--- src/rtl/moving_avg_filter.sv ---
// Boxcar moving-average stage: mean of the last 2**WIN_LOG2 accepted samples,
// kept as a circular register buffer plus a running sum (one add, one subtract per sample).
module moving_avg_filter #(
  parameter int WIDTH    = 16,
  parameter int WIN_LOG2 = 4
) (
  input  logic                    clk,
  input  logic                    rst,
  input  logic                    flush,
  input  logic                    sample_valid,
  input  logic signed [WIDTH-1:0] sample_in,
  output logic signed [WIDTH-1:0] avg_out,
  output logic                    avg_valid,
  output logic                    primed
);

  localparam int N     = 1 << WIN_LOG2;
  localparam int SUM_W = WIDTH + WIN_LOG2;
  localparam logic [WIN_LOG2:0] FILL_MAX = {1'b1, {WIN_LOG2{1'b0}}};

  logic signed [WIDTH-1:0] buf_mem [N];
  logic [WIN_LOG2-1:0]     wr_ptr;
  logic signed [SUM_W-1:0] sum;
  logic [WIN_LOG2:0]       fill_cnt;

  logic                    accept;
  logic signed [SUM_W-1:0] sum_next;
  logic [WIN_LOG2:0]       fill_next;

  assign accept = sample_valid && !flush;

  // NOTE: every always_comb output gets a default first so no path can leave it
  // unassigned and infer a latch.
  always_comb begin
    sum_next  = sum;
    fill_next = fill_cnt;
    if (accept) begin
      sum_next = sum
               + {{WIN_LOG2{sample_in[WIDTH-1]}}, sample_in}
               - {{WIN_LOG2{buf_mem[wr_ptr][WIDTH-1]}}, buf_mem[wr_ptr]};
      fill_next = (fill_cnt == FILL_MAX) ? FILL_MAX : fill_cnt + 1'b1;
    end
  end

  // NOTE: sequential state uses non-blocking assignments so every register
  // samples the pre-edge values, independent of statement order.
  // NOTE: the buffer is cleared on reset/flush because the ramp-up average
  // depends on zero-filled slots being subtracted, not on X.
  always_ff @(posedge clk or negedge rst) begin
    if (!rst) begin
      for (int i = 0; i < N; i++) buf_mem[i] <= '0;
      wr_ptr    <= '0;
      sum       <= '0;
      fill_cnt  <= '0;
      avg_out   <= '0;
      avg_valid <= 1'b0;
      primed    <= 1'b0;
    end else if (flush) begin
      for (int i = 0; i < N; i++) buf_mem[i] <= '0;
      wr_ptr    <= '0;
      sum       <= '0;
      fill_cnt  <= '0;
      avg_out   <= '0;
      avg_valid <= 1'b0;
      primed    <= 1'b0;
    end else if (accept) begin
      buf_mem[wr_ptr] <= sample_in;
      wr_ptr    <= wr_ptr + 1'b1;
      sum       <= sum_next;
      fill_cnt  <= fill_next;
      // Dropping the low WIN_LOG2 bits of a signed sum is floor division by N.
      avg_out   <= sum_next[SUM_W-1:WIN_LOG2];
      avg_valid <= 1'b1;
      primed    <= (fill_next == FILL_MAX);
    end else begin
      avg_valid <= 1'b0;
    end
  end

endmodule

--- config.mk ---
export PLATFORM = sky130hd
export DESIGN_NAME = moving_avg_filter
export DESIGN_NICKNAME = d
export VERILOG_FILES = /design/src/rtl/moving_avg_filter.sv
export SDC_FILE = /design/constraint.sdc
export NUM_CORES = 1
export LEC_CHECK = 0
export ABC_AREA = 1
export CAP_MARGIN = 15
export CORE_MARGIN = 1
export CORE_UTILIZATION = 57
export DETAILED_ROUTE_END_ITERATION = 10
export GPL_ROUTABILITY_DRIVEN = 0
export PLACE_DENSITY = 0.77
export SYNTH_ARGS = -nofsm -noshare
export SYNTH_HDL_FRONTEND = slang
export SYNTH_SLANG_ARGS = --single-unit
export TNS_END_PERCENT = 10
--- constraint.sdc ---
create_clock -name clk -period 2.8 [get_ports clk]
set_input_delay 0.56 -clock clk [delete_from_list [all_inputs] [get_ports clk]]
set_output_delay 0.56 -clock clk [all_outputs]
set_load 0.005 [all_outputs]
==> impl_summary.md, run 1 <==
Status
The flow ran to the end, but the final reports show violations. The checks that failed: setup timing.

Worst setup path
In this run the worst setup path begins at wr_ptr[0]$_DFFE_PN0P_. The most critical setup path has its endpoint at avg_out[10]$_DFFE_PN0P_. At the worst endpoint, the required time is 3.25 ns. In this run the critical register-to-register path is launched from wr_ptr[0]$_DFFE_PN0P_. The endpoint identified for the worst register-to-register timing path is avg_out[10]$_DFFE_PN0P_. The critical path startpoint category is a register. Counting cells, the worst reg-to-reg path comes to 19. For the worst setup path, the data arrival time is 3.80 ns. The register-to-register setup slack is -0.54 ns.

Along the worst path, the maximum fanout reaches 11. STA classifies the critical path endpoint as a register. The path type of the worst setup path is reg2reg.

Floorplan
The width of the die is 165 um. The core footprint is 26100 sq um. 38 I/O pins were placed. The height of the die is 165 um. The initial standard-cell utilization of the core is 0.583.

The floorplan step defined a die boundary enclosing 27300 sq um. The number of core rows is 59.

Final layout
The number of inserted diodes is 0. Leaving out fill and tap cells, the most frequent cell in the layout is sky130_fd_sc_hd__dfrtp_1. The net count of the finished layout is 2006.

The share of layout cells above drive strength 1 is 0.203. Summing all non-filler instances in the final layout gives an area of 18700 sq um. The core occupancy in the finished layout is 0.717. The area added between synthesis and finish is 23.1%.

The top cell types in the final layout, fill and taps aside, are 285 x sky130_fd_sc_hd__dfrtp_1, 250 x sky130_fd_sc_hd__inv_1, 229 x sky130_fd_sc_hd__nand2_1.

Pwr
Of the total power, combinational logic draws 0.420. The internal power of the cells totals 9350 uW. The net switching fraction of the power is 0.363. Dividing total power by cell area gives a power density of 785 nW/um^2. Of the total power, registers draw 0.301. The share of total power dissipated in the clock network is 0.279. IR analysis of the VDD net gives a maximum drop of 0.778 mV. The switching power total is 5330 uW. The static leakage is 0.00846 uW.

Drt
The detailed-route wire length per cell is 21.4 um. The final route contains 14.6k vias. For this run, the detailed router's first-pass iteration total came to 6. The final antenna-violating net count is 0.

For this run, design rule violations remaining after detail routing come to 0. The final routed wirelength across all metal layers is 49200 um. After the first detailed-routing iteration, the DRC count stood at 1803. Using the TritonRoute via totals, the vias-per-cell ratio works out to 6.37.

Clock network
The root buffer selected by CTS is sky130_fd_sc_hd__clkbuf_16. The clock tree from TritonCTS is done. The quantity of hold-fixing buffers added after cts is 0. No sink is reached through more buffers than the 3 on the longest clock path. The register clock-pin slew on the reported worst setup and hold paths is 0.06 ns. TritonCTS created 30 clock buffers. The total number of H-tree levels is 1. The clock insertion delay at the later pin of the skew report is 0.57 ns. The tree built by TritonCTS fans out to 287 sinks.

Logic synthesis
Counting every instance in the synthesized netlist gives 1853. The number of nets in the synthesized netlist is 1919. Of the synthesized area, sequential elements account for 0.473. The post-synth design cell area is 15200 sq um. The synthesized design contains 287 register bits. The synthesized design spends more area on one cell type than any other, namely sky130_fd_sc_hd__dfrtp_1. By area the synthesized netlist is led by sky130_fd_sc_hd__dfrtp_1 47%, sky130_fd_sc_hd__o21ai_0 8.3%, sky130_fd_sc_hd__nand2_1 6.8%, sky130_fd_sc_hd__inv_1 6.6%, sky130_fd_sc_hd__o22ai_1 5.5%. The share of synthesized area in the top cell type comes to 0.473. A synthesized cell averages 8.19 sq um. The number of warnings reported in the yosys synthesis log is 0. The number of different library cells used by synthesis comes to 38.

STA
Hold timing on the final database bottoms out at a slack of 0.0261 ns. The clock arrives with 0.0170 ns of skew. Setup repair after global routing could not meet its margin everywhere. Across all setup checks in the final design, the least slack found is -0.544 ns. Measured against its own limit, the worst slew margin works out to 0.527. Static timing analysis puts the maximum clock frequency at 299 MHz. In the finished design, the share of the clock period the worst path needs comes to 1.19.

At the pin with the least slew margin, the transition time is 0.710 ns. The number of pins exceeding their max-slew limit in the final report is 0. The post-layout minimum cycle time is 3.34 ns. The final number of setup-violating endpoints is 18. The hold violation count in the final report is 0.

Min path
The class of the most critical hold timing path is in2async.

Global route
The largest net degree at the start of global routing is 87. The residual overflow from global routing is 0. The first global-routing pass estimated 74800 um of wire. The number of global-route vias before repair was 14.1k. The number of antenna violations at the first check in global routing came to 0. The overall global routing resource usage is 0.355.

Place
The count of input and output buffers is 37. After detailed placement, the total cell area comes to 16500 sq um. The post-detailed-placement half-perimeter wirelength is 30200 um.

Job
The max capacitance violation total is 0.
[cell families (layout without fill, tap and decap cells)]
group,after synthesis,in the layout,share of synthesized area
buf+inv,411,521,0.115
simple gates,543,543,0.164
xor+xnor,4,4,0.00231
compound gates,562,562,0.198
fa+ha+maj,46,46,0.0473
flops,287,287,0.473
[cells in the mapped netlist, drive strengths merged]
master	count
clkbuf	47
xor2	3
ha	27
nand3b	6
nor3	4
o21ai	275
fa	19
clkinv	3
or2	2
and2	4
buf	84
a21oi	150
nand3	156
nand4	20
nor2	63
inv	277
xnor2	1
nand2	287
o22ai	135
o21bai	2
nor4	1
dfrtp	287
[final cells by class]
class	count	area (sq um)
Clock buffer	46	911
Clock inverter	9	106
Fill cell	1813	7380
Inverter	280	1090
Multi-Input combinational cell	1155	7010
Sequential cell	287	7190
Tap cell	335	419
Timing Repair Buffer	185	1950
Timing Repair inverter	1	16.3
[worst max-delay path, stage by stage, from the launching register on]
cell	delay, ns
sky130_fd_sc_hd__dfrtp_4	0.44
sky130_fd_sc_hd__buf_12	0.15
sky130_fd_sc_hd__clkinv_8	0.10
sky130_fd_sc_hd__clkbuf_16	0.18
sky130_fd_sc_hd__o21ai_0	0.25
sky130_fd_sc_hd__nand2_1	0.13
sky130_fd_sc_hd__nand2_1	0.09
sky130_fd_sc_hd__nand4_1	0.18
sky130_fd_sc_hd__fa_1	0.56
sky130_fd_sc_hd__inv_2	0.05
sky130_fd_sc_hd__ha_4	0.31
sky130_fd_sc_hd__nand2_2	0.07
sky130_fd_sc_hd__nor2_2	0.13
sky130_fd_sc_hd__buf_4	0.13
sky130_fd_sc_hd__buf_4	0.10
sky130_fd_sc_hd__nand3_2	0.09
sky130_fd_sc_hd__nand2_1	0.07
sky130_fd_sc_hd__nand2_1	0.04
sky130_fd_sc_hd__nand3_1	0.07
sky130_fd_sc_hd__nand2_1	0.06
[how the worst min path moves through the flow]
stage | from | endpoint | cells after the start
after detailed placement | primed$_DFFE_PN0P_ | primed$_DFFE_PN0P_ | 2
after global placement | primed$_DFFE_PN0P_ | primed$_DFFE_PN0P_ | 2
after global routing | rst | buf_mem[46]$_DFFE_PN0P_ | 1
final | rst | buf_mem[43]$_DFFE_PN0P_ | 1
after CTS | rst | buf_mem[43]$_DFFE_PN0P_ | 1
after floorplan | rst | avg_out[0]$_DFFE_PN0P_ | 0
[routing by layer]
metal  share of wire  vias up  GRT usage
met5               0        -          0
met4           0.047        0      0.151
met3            0.11      207     0.0592
li1                -     6355          -
met2            0.46     1037      0.555
met1            0.38     7033      0.489
[what timing repair did]
item,CTS,global route
setup endpoints to repair,18,19
resized for setup,131,126
gates cloned,6,5
buffers inserted,9,9
pin swaps,56,67
[per-stage QoR]
step / instances / power [uW] / setup slack (ns) / TNS [ns]
floorplan: 1853 / 7330 / -0.0586 / -0.357
global placement: 2214 / 8790 / -0.475 / -6.24
detailed placement: 2214 / 8900 / -0.535 / -7.54
CTS: 2284 / 13700 / -0.470 / -7.06
global route: 2298 / 15300 / -0.654 / -9.39
finish: 2298 / 14700 / -0.544 / -7.81
[flip-flops by register name (all words and copies together) (netlist names)]
name	cells
avg_out	16
avg_valid	1
buf_mem	256
fill_cnt	5
primed	1
sum	4
wr_ptr	4
[power groups by stage]
stage               logic [uW]  registers [uW]  clock network (uW)
global route              6610            4420                4250
global placement          4320            4470                   0
floorplan                 2890            4440                   0
finish                    6160            4410                4100
CTS                       5180            4400                4090
detailed placement        4420            4480                   0
(Power assumes the default switching activity.)
==> run 2: changes to the inputs <==
Settings changed: PLACE_DENSITY 0.77 to not set, PLACE_DENSITY_LB_ADDON set to 0.08.
==> run 2 against run 1 <==
  * Register-to-register slack worse by 0.05 ns
  * Hold slack improved by 0.45 ns
  * Utilization fell by 0.14 points
  * The run still ends with setup timing left
  * Combinational power down 7.3%
  * Largest cell class unchanged
  * Routed wire length down 3.7%
  * Cell area fell by 0.19%
  * Global-route usage fell by 0.45 points
  * Sequential power is essentially flat
  * Flip-flop and latch count unchanged
  * Critical endpoint is now avg_out[14]$_DFFE_PN0P_
  * Via count shrank 3.4%
  * Critical path type unchanged
==> impl_summary.md, run 2 (same netlist as run 1, synthesis figures left out) <==
Clock network
The clock tree from TritonCTS is done (unchanged). The deepest clock path buffer count was 3 (unchanged). The register clock-pin slew on the reported worst setup and hold paths is 0.06 ns (about the same). The total number of H-tree levels was 1 (unchanged). The clock sink total is 287 (unchanged). The clock insertion delay at the later pin of the skew report is 0.58 ns (was 0.57 ns). The root buffer selected by CTS is sky130_fd_sc_hd__clkbuf_16 (unchanged). The CTS buffer count is 31 (was 30).

Pwr
The clock network power share is 0.287 (was 0.279). The sequential share of power is 0.310 (was 0.301). The static leakage is 0.00852 uW (was 0.00846 uW). The cell internal power dissipation is 9170 uW (was 9350 uW). The net switching fraction of the power came to 0.354 (was 0.363). The switching power total is 5020 uW (was 5330 uW). The power share of the combinational group is 0.403 (was 0.420). The maximum vdd drop is 0.773 mV (was 0.778 mV).

The power density over cell area was 761 nW/um^2 (was 785 nW/um^2).

Final layout
The number of inserted diodes is 0 (unchanged). The most common library cell in the layout ignoring fill and taps is sky130_fd_sc_hd__dfrtp_1 (unchanged). The area of all placed cells without fillers is 18600 sq um (was 18700 sq um). The share of layout cells above drive strength 1 was 0.193 (was 0.203). Registers with the highest flip-flop counts: buf_mem: 256 flops, avg_out: 16 flops, fill_cnt: 5 flops (unchanged).

The most flop-heavy register is buf_mem (unchanged). The total of fill cells in the finished design is 2002 (was 1813). The flip-flop count of the largest register, all copies and words added was 256 (unchanged).

The area taken by flip-flops and latches is 7190 sq um (unchanged). The multi-input combinational cell area is 6790 sq um (was 7010 sq um). The area added between synthesis and finish is 22.8% (was 23.1%). The net count of the finished layout is 2046 (was 2006). Commonest cells after routing, fill and taps aside: 285 x sky130_fd_sc_hd__dfrtp_1, 254 x sky130_fd_sc_hd__inv_1, 241 x sky130_fd_sc_hd__nand2_1 (was 285 x sky130_fd_sc_hd__dfrtp_1, 250 x sky130_fd_sc_hd__inv_1, 229 x sky130_fd_sc_hd__nand2_1).

Drt
The first-pass iteration count of the detailed router was 6 (unchanged). The via total after detailed routing came to 14.1k (was 14.6k). The detailed-route wire length per cell is 20.3 um (was 21.4 um). The final antenna-violating net count came to 0 (unchanged). The number of DRC markers after the initial detailed-route iteration is 1773 (was 1803). The post-detailed-route DRC marker count was 0 (unchanged). The final routed wirelength across all metal layers is 47400 um (was 49200 um).

The via density per instance is 6.05 (was 6.37).

Floorplan
The width of the die is 165 um (unchanged). The core footprint is 26100 sq um (unchanged). The number of core rows is 59 (unchanged). The initial standard-cell utilization of the core is 0.583 (unchanged). The overall die area is 27300 sq um (unchanged). The height of the die is 165 um (unchanged). The number of top-level pins is 38 (unchanged).

Worst setup path
The capturing instance or port of the critical path is avg_out[14]$_DFFE_PN0P_ (was avg_out[10]$_DFFE_PN0P_). The cell depth of the worst flop-to-flop path is 21 (was 19). The register-to-register setup slack is -0.59 ns (was -0.54 ns).

The data required time at the worst endpoint is 3.27 ns (was 3.25 ns). The kind of end point of the critical path is a register (unchanged). The arrival time reported for the critical path endpoint is 3.86 ns (was 3.80 ns). The cell with the most instances on the worst path is sky130_fd_sc_hd__nand2_1 (unchanged). The largest incremental delay on the critical path is 0.60 ns (was 0.56 ns). The critical path startpoint category is a register (unchanged). The path type of the worst setup path is reg2reg (unchanged). The capture instance of the worst register-to-register path is avg_out[14]$_DFFE_PN0P_ (was avg_out[10]$_DFFE_PN0P_). The slowest cell on the critical path is sky130_fd_sc_hd__fa_1 (unchanged).

The first element of the critical path is wr_ptr[0]$_DFFE_PN0P_ (unchanged). The start of the worst register-to-register path is wr_ptr[0]$_DFFE_PN0P_ (unchanged). The largest fanout on the critical path is 8 (was 11). Chain of cells forming the critical path: clkinv_8, buf_12, buf_12, buf_8, a21oi_2, o21ai_1, nand2_1, nand2_1, nand4_1, fa_1, inv_2, ha_4, nand2_4, inv_4, a21oi_4, buf_6, nand3_4, nand2_2, nand3_1, nand3_1, nand2_1 (was buf_12, clkinv_8, clkbuf_16, o21ai_0, nand2_1, nand2_1, nand4_1, fa_1, inv_2, ha_4, nand2_2, nor2_2, buf_4, buf_4, nand3_2, nand2_1, nand2_1, nand3_1, nand2_1).

Global route
The overall global routing resource usage was 0.350 (was 0.355). The residual overflow from global routing is 0 (unchanged). The largest net degree at the start of global routing came to 79 (was 87). The number of antenna violations at the first check in global routing was 0 (unchanged). The number of global-route vias before repair is 13.5k (was 14.1k). The first-pass GRT wire length is 73800 um (was 74800 um).

STA
The achievable frequency is 295 MHz (was 299 MHz). The total negative slack for setup checks is -8.34 ns (was -7.81 ns). The slew of the pin with the lowest slew margin is 0.750 ns (was 0.710 ns). The final worst-path cycle share is 1.21 (was 1.19). The number of pins exceeding their max-slew limit in the final report was 0 (unchanged). Unrepaired setup endpoints after global routing: yes (unchanged).

The final worst setup slack came to -0.593 ns (was -0.544 ns). The hold violation count in the final report is 0 (unchanged). The post-layout minimum cycle time came to 3.39 ns (was 3.34 ns). The headroom to the max-slew limit was 0.499 (was 0.527). The clock tree skew after final layout is 0.00961 ns (was 0.0170 ns). The final number of setup-violating endpoints came to 19 (was 18).

Job
The max capacitance violation total is 0 (unchanged).

Place
The count of input and output buffers is 37 (unchanged). The setup slack at placement is -0.663 ns (was -0.535 ns). The post-detailed-placement half-perimeter wirelength is 31200 um (was 30200 um). The post-place instance area came to 16900 sq um (was 16500 sq um).

Min path
The class of the most critical hold timing path is reg2reg (was in2async). The number of stages on the worst hold path is 2.

Status
Failing checks: setup timing (unchanged). Result of the run: finished with violations (unchanged).
[run 2: changes by cell type in the layout (fill, tap and decap cells not counted), sizes merged]
cell / before / now
buf: 146 / 186
clkinv: 12 / 9
dlygate4sd3: 0 / 1
inv: 276 / 278
clkbuf: 49 / 46
[run 2: worst min-delay path by stage]
| stage | to | slack [ns] | from |
|---|---|---|---|
| final | primed$_DFFE_PN0P_ | 0.48 | primed$_DFFE_PN0P_ |
| after global routing | buf_mem[249]$_DFFE_PN0P_ | 0.53 | buf_mem[249]$_DFFE_PN0P_ |
| after CTS | primed$_DFFE_PN0P_ | 0.48 | primed$_DFFE_PN0P_ |
| after detailed placement | primed$_DFFE_PN0P_ | 0.47 | primed$_DFFE_PN0P_ |
| after global placement | primed$_DFFE_PN0P_ | 0.47 | primed$_DFFE_PN0P_ |
| after floorplan | avg_out[0]$_DFFE_PN0P_ | 0.26 | rst |
[run 2: layout make-up]
type                            count  area share
Sequential cell                   287       0.385
Tap cell                          335      0.0225
Timing Repair Buffer              225       0.116
Clock buffer                       44      0.0474
Multi-Input combinational cell   1155       0.364
Inverter                          280      0.0577
Clock inverter                      9     0.00611
[run 2: per-stage QoR]
stage,hold slack [ns],total power [uW],util,cells
2_1_floorplan,0.264,7330,-,1853
3_3_place_gp,0.468,8900,0.648,2262
3_5_place_dp,0.470,8970,0.648,2262
4_1_cts,0.484,13500,0.703,2325
5_1_grt,0.533,14900,0.716,2335
6_report,0.481,14200,0.716,2335
[run 2: power groups by stage]
stage / sequential [uW] / clock, uW / combinational (uW)
3_3_place_gp: 4470 / 0 / 4420
5_1_grt: 4420 / 4250 / 6240
2_1_floorplan: 4440 / 0 / 2890
4_1_cts: 4400 / 4090 / 4990
6_report: 4400 / 4070 / 5710
3_5_place_dp: 4470 / 0 / 4500
[run 2: repair_timing]
| item | CTS | global route |
|---|---|---|
| setup endpoints to repair | 19 | 19 |
| resized for setup | 82 | 88 |
| endpoints found under the hold margin | 46 | 0 |
| cloned | 4 | 2 |
| buffers inserted | 5 | 10 |
| hold buffers | 1 | 0 |
| pin swaps | 27 | 58 |
[run 2: layer usage]
layer / part of all wire / global-route usage / vias up / wire [um]
met3: 0.077 / 0.0387 / 151 / 3670
met1: 0.41 / 0.488 / 6819 / 19600
met5: 0 / 0 / - / 0
li1: - / - / 6425 / -
met2: 0.47 / 0.556 / 738 / 22100
met4: 0.043 / 0.150 / 0 / 2060
[run 2: critical path, delay by kind of cell (launching register included)]
| family | cells | cell delay (ns) |
|---|---|---|
| buffers and inverters | 7 | 0.77 |
| AND/OR/NAND/NOR | 9 | 0.81 |
| flip-flops | 1 | 0.54 |
| adder cells (fa/ha/maj) | 2 | 0.86 |
| AO/OA/AOI/OAI | 3 | 0.30 |
